## src/rtl/seg_driver_pkg.sv

```systemverilog
// Shared definitions for the multiplexed three-digit seven-segment driver:
// digit count, FSM state codes and the active-low hex glyph table.
package seg_driver_pkg;

    localparam int NUM_DIGITS = 3;

    typedef enum logic {
        STATE_BLANK = 1'b0,
        STATE_SHOW  = 1'b1
    } state_t;

    localparam logic [6:0] SEG_BLANK = 7'h7F;
    localparam logic [2:0] AN_OFF    = 3'b111;

    // Segment patterns, seg[6:0] = g..a, a lit segment is driven low
    localparam logic [6:0] SEG_PATTERNS [16] = '{
        7'h40,  // 0
        7'h79,  // 1
        7'h24,  // 2
        7'h30,  // 3
        7'h19,  // 4
        7'h12,  // 5
        7'h02,  // 6
        7'h78,  // 7
        7'h00,  // 8
        7'h10,  // 9
        7'h08,  // A
        7'h03,  // b
        7'h46,  // C
        7'h21,  // d
        7'h06,  // E
        7'h0E   // F
    };

    // Active-low one-hot anode pattern for a digit index
    function automatic logic [2:0] anodeSelect(input logic [1:0] digitIdx);
        return ~(3'b001 << digitIdx);
    endfunction

endpackage

```

## src/rtl/seg_driver_hex_decoder.sv

```systemverilog
// Purely combinational hex nibble to active-low seven-segment decoder.
module seg_hex_decoder
    import seg_driver_pkg::*;
(
    input  logic [3:0] i_hex,
    output logic [6:0] o_seg
);

    // Table lookup into the shared glyph table
    always_comb begin
        o_seg = SEG_PATTERNS[i_hex];
    end

endmodule

```

## src/rtl/seg_driver.sv

```systemverilog
// Time-multiplexed driver for a three-digit common-anode display.
// Each digit owns a slot of DIGIT_CYCLES clocks whose first BLANK_CYCLES
// are dark to suppress ghosting. The input value is latched once per frame
// so a frame never mixes two different input words.
module seg_driver
    import seg_driver_pkg::*;
#(
    parameter int DIGIT_CYCLES = 50000,
    parameter int BLANK_CYCLES = 500
)
(
    input  logic        clk,
    input  logic        rst,
    input  logic [11:0] seg_digits,
    output logic [6:0]  seg,
    output logic        dp,
    output logic [2:0]  an
);

    localparam int CNT_W = (DIGIT_CYCLES > 1) ? $clog2(DIGIT_CYCLES) : 1;
    localparam logic [CNT_W-1:0] CNT_MAX = CNT_W'(DIGIT_CYCLES - 1);
    localparam state_t RESET_STATE = (BLANK_CYCLES == 0) ? STATE_SHOW : STATE_BLANK;

    logic [CNT_W-1:0] r_cnt;
    logic [1:0]       r_idx;
    state_t           r_state;
    logic [11:0]      r_shd;
    logic [6:0]       r_seg;
    logic [2:0]       r_an;
    logic             r_dp;

    logic [CNT_W-1:0] w_cntNext;
    logic [1:0]       w_idxNext;
    logic             w_wrap;
    logic             w_frameStart;
    logic [11:0]      w_frameDigits;
    logic [3:0]       w_nibble;
    logic [6:0]       w_decoded;
    state_t           w_nextState;
    logic [2:0]       w_anNext;
    logic [6:0]       w_segNext;

    // Slot counter and digit index successors; idx steps only on slot wrap
    always_comb begin
        w_wrap    = (r_cnt == CNT_MAX);
        w_cntNext = w_wrap ? '0 : r_cnt + 1'b1;
        w_idxNext = r_idx;
        if (w_wrap) begin
            w_idxNext = (r_idx == 2'd2) ? 2'd0 : r_idx + 2'd1;
        end
    end

    // During the frame-start cycle the shadow is still stale, so the live
    // input is used directly; that is exactly the value being latched
    always_comb begin
        w_frameStart  = (r_cnt == '0) && (r_idx == 2'd0);
        w_frameDigits = w_frameStart ? seg_digits : r_shd;
        case (r_idx)
            2'd0:    w_nibble = w_frameDigits[3:0];
            2'd1:    w_nibble = w_frameDigits[7:4];
            default: w_nibble = w_frameDigits[11:8];
        endcase
    end

    seg_hex_decoder u_decoder (
        .i_hex (w_nibble),
        .o_seg (w_decoded)
    );

    // FSM next state tracks the upcoming counter value; output decode
    // from the present state feeds the output registers
    always_comb begin
        w_nextState = STATE_SHOW;
        w_anNext    = AN_OFF;
        w_segNext   = SEG_BLANK;
        if (int'(w_cntNext) < BLANK_CYCLES) begin
            w_nextState = STATE_BLANK;
        end
        if (r_state == STATE_SHOW) begin
            w_anNext  = anodeSelect(r_idx);
            w_segNext = w_decoded;
        end
    end

    // Slot position within the frame; reset discards any partial slot
    always_ff @(posedge clk) begin
        if (rst) begin
            r_cnt <= '0;
            r_idx <= 2'd0;
        end else begin
            r_cnt <= w_cntNext;
            r_idx <= w_idxNext;
        end
    end

    // FSM state register
    always_ff @(posedge clk) begin
        if (rst) begin
            r_state <= RESET_STATE;
        end else begin
            r_state <= w_nextState;
        end
    end

    // Shadow copy of the input, refreshed only at frame start
    always_ff @(posedge clk) begin
        if (rst) begin
            r_shd <= 12'h000;
        end else if (w_frameStart) begin
            r_shd <= seg_digits;
        end
    end

    // Registered pad outputs; decimal point is never lit
    always_ff @(posedge clk) begin
        if (rst) begin
            r_an  <= AN_OFF;
            r_seg <= SEG_BLANK;
            r_dp  <= 1'b1;
        end else begin
            r_an  <= w_anNext;
            r_seg <= w_segNext;
            r_dp  <= 1'b1;
        end
    end

    assign an  = r_an;
    assign seg = r_seg;
    assign dp  = r_dp;

endmodule

```

## config.mk

```make
export PLATFORM = sky130hd
export DESIGN_NAME = seg_driver
export DESIGN_NICKNAME = d
export VERILOG_FILES = /design/src/rtl/seg_driver_pkg.sv /design/src/rtl/seg_driver_hex_decoder.sv /design/src/rtl/seg_driver.sv
export SDC_FILE = /design/constraint.sdc
export NUM_CORES = 1
export LEC_CHECK = 0
export BUFFER_PORTS_ARGS = -buffer_cell sky130_fd_sc_hd__buf_2
export CORE_MARGIN = 8
export CORE_UTILIZATION = 57
export CTS_CLUSTER_DIAMETER = 150
export DETAILED_ROUTE_END_ITERATION = 12
export MAX_ROUTING_LAYER = met4
export PLACE_DENSITY_LB_ADDON = 0.12
export SYNTH_ARGS = -nofsm -noshare
export SYNTH_HDL_FRONTEND = slang
export SYNTH_HIERARCHICAL = 1
export SYNTH_SLANG_ARGS = --single-unit
```

## constraint.sdc

```tcl
create_clock -name clk -period 3.9 [get_ports clk]
set_input_delay 0.975 -clock clk [delete_from_list [all_inputs] [get_ports clk]]
set_output_delay 0.975 -clock clk [all_outputs]
set_load 0.01 [all_outputs]
```

==> impl_metrics.json <==
{
  "outcome": "complete, no violations",
  "diodes": 0,
  "p_per_area_nw_per_um2": 382.8,
  "cts_setup_buffers": 0,
  "fin_ws_ns": 0.5556,
  "io_buffers": 23,
  "cts_root_buffer": "clkbuf_8",
  "areaGrowthSynthToFinish_pct": 9.821,
  "min_to": "r_shd[0]",
  "synth_fp_nets": 258,
  "fin_crit_ns": 3.344,
  "slew_violations": 0,
  "final_cell_mix": "dfxtp_1 (41), nor2_1 (28), buf_2 (23), nand2_1 (16), mux2i_1 (10)",
  "endpoint_kind": "flop",
  "setup_viol_count_final": 0,
  "crit_path_top_delay_cell": "or4_4",
  "synth_cells": 235,
  "n_fill_cell": 313,
  "cts_max_path_buffers": 2,
  "overflow": 0,
  "finalClockSkew_ns": 0.002259,
  "synth_ff_type": "dfxtp_1",
  "post_cts_resize_count": 0,
  "path_cells": "or4_4, nor4_4, buf_4, and2_2, mux2i_1, o221ai_1, inv_1, ha_1, or2_1, a21oi_1, a31oi_1, nand2b_1",
  "clock_sinks": 41,
  "p_leak_uw": 0.0009060,
  "postCtsHoldBufs": 0,
  "seqCellArea_um2": 820.8,
  "finalCritPeriodShare_pct": 85.75,
  "final_hold_viol_count": 0,
  "post-route-drc-count": 0,
  "cp_max_fo": 10,
  "ys_async_sr_fraction_pct": 0,
  "ant_nets": 0,
  "r2r_slack_ns": 0.56,
  "cts_buffers": 5,
  "vias_per_cell": 5.290,
  "core_area_um2": 3606,
  "crit_type": "reg -> reg",
  "routabilityCongestion": 0.8649,
  "timing.hold.ws_ns": 0.4949,
  "hold_class": "reg -> reg",
  "clkTransAtPathRegs_ns": 0.07,
  "worst-path-buf-inv": 2,
  "syn-cell-area_um2": 2102,
  "route.vias.total": 1587,
  "hold_start": "r_shd[0]",
  "design_area_um2": 2308,
  "grt_pass1_wl_um": 6630,
  "slowest_delay_ns": 0.57,
  "maxSlewHeadroom_pct": 29.61,
  "fmax_mhz": 299.0,
  "start_kind": "flop",
  "arrival_ns": 3.51,
  "ys_ff_latch": 41,
  "ios": 25,
  "layout.nets": 274,
  "crit_family": "simple AND/OR/NAND/NOR gates",
  "dpl_cell_area_um2": 2207,
  "drive_gt1_share_pct": 20.63,
  "grt_pass1_vias": 1474,
  "wirelength_um": 3908,
  "crit_required_ns": 4.06,
  "rsz0062_at_grt": "no",
  "final_common_cell": "dfxtp_1",
  "start_util_pct": 58.29,
  "rows": 22,
  "preCtsSetupSlack_ns": 0.5716,
  "initialDrtViolationCount": 92,
  "ys_types": 52,
  "yosys_warnings": 6,
  "first_pass_iters": 4,
  "clk_latency_ns": 0.29,
  "cts_tree": "done",
  "hpwl_um": 2875,
  "h-tree-depth": 2,
  "tns_ns": 0,
  "post_drt_wl_per_cell_um": 13.03,
  "reg2reg_from": "r_cnt[10]",
  "antenna_found_initial": 0,
  "total_power_uw": 883.6,
  "die_w_um": 76.73,
  "multi_input_comb_area_um2": 1167,
  "ir_worst_vdd_mv": 0.2248,
  "postSynthAreaPerCell_um2": 8.945,
  "grt.total_usage_pct": 14.08,
  "worst_pin_slew_ns": 1.056,
  "rr_worst_depth": 12,
  "grt_max_degree": 22,
  "die_h_um": 76.73,
  "die-area_um2": 5887,
  "synth_edf_count": 0,
  "holdPathStages": 2,
  "seq_area_frac_synth_pct": 39.05,
  "r2r-end": "seg[3]",
  "maxCapViolCount": 0
}
==> stage by stage <==
step	util (%)	instances
finish	64.02	300
floorplan	-	235
CTS	64.02	300
global placement	61.21	292
global route	64.02	300
detailed placement	61.21	292
==> synth_stat cells, drive strengths merged, types with 4 or more instances <==
cell,number,area [um^2]
buf,6,47.54
and3,7,50.05
xnor2,8,70.07
nor2,28,105.1
o21ai,10,53.80
ha,9,112.6
clkbuf,10,37.54
o21ba,4,40.04
nor3,4,20.02
nor4,5,46.29
mux2i,10,100.1
inv,7,28.78
nand2,17,71.32
dfxtp,41,820.8
a21boi,4,30.03
nand4,6,37.54
nand2b,9,56.30
nand3,6,30.03
o221ai,4,35.03
xor2,6,52.55
==> layout make-up <==
| type | count | share of cell area, % |
|---|---|---|
| multi-input cells | 171 | 50.57 |
| well taps | 48 | 2.602 |
| clock buffers | 7 | 4.173 |
| clock inverters | 1 | 0.2168 |
| flip-flops and latches | 41 | 35.56 |
| repair buffers | 25 | 5.637 |
| inverters | 7 | 1.247 |
==> worst max path at each step <==
stage	cells past startpoint	slack, ns	startpoint	to
after floorplan	12	0.97	r_cnt[10]	seg[0]
after CTS	12	0.55	r_cnt[10]	seg[3]
final	12	0.56	r_cnt[10]	seg[3]
after global routing	13	0.28	r_cnt[0]	seg[0]
after detailed placement	12	0.57	r_cnt[10]	seg[3]
after global placement	12	0.62	r_cnt[10]	seg[3]
==> metal layers <==
layer / vias to the layer above / track usage (%) / share of wire (%) / routed length, um
met4: 0 / 4.615 / 1.1 / 43
met2: 24 / 22.85 / 48 / 1860
met1: 716 / 15.30 / 46 / 1807
met5: - / - / 0 / 0
li1: 843 / - / - / -
met3: 4 / 5.711 / 5.0 / 197
==> sequential cells by signal, indices dropped and copies added (netlist names) <==
name and cells:
an 3, r_cnt 16, r_idx 2, r_shd 12
r_state 1, seg 7
==> cell families after synthesis <==
| family | share of synthesized area [%] |
|---|---|
| xor gates and xnor gates | 5.833 |
| muxes | 5.298 |
| other | 0.1784 |
| AOI/OAI and AO/OA | 13.57 |
| DFF | 39.05 |
| and+or+nand+nor | 25.30 |
| buffers and inverters | 5.417 |
| adders and majority gates | 5.357 |
==> worst reg2reg max path: stages, from the launching register on <==
cell	delay [ns]
dfxtp_1	0.37
or4_4	0.57
nor4_4	0.14
buf_4	0.19
and2_2	0.30
mux2i_1	0.14
o221ai_1	0.46
inv_1	0.21
ha_1	0.24
or2_1	0.22
a21oi_1	0.12
a31oi_1	0.06
nand2b_1	0.19
==> power by group <==
group	internal (uW)	switching, uW
clock	160	141
combinational	66.7	74.9
sequential	432	8.44
No activity file was read; power rests on OpenSTA's default activity.
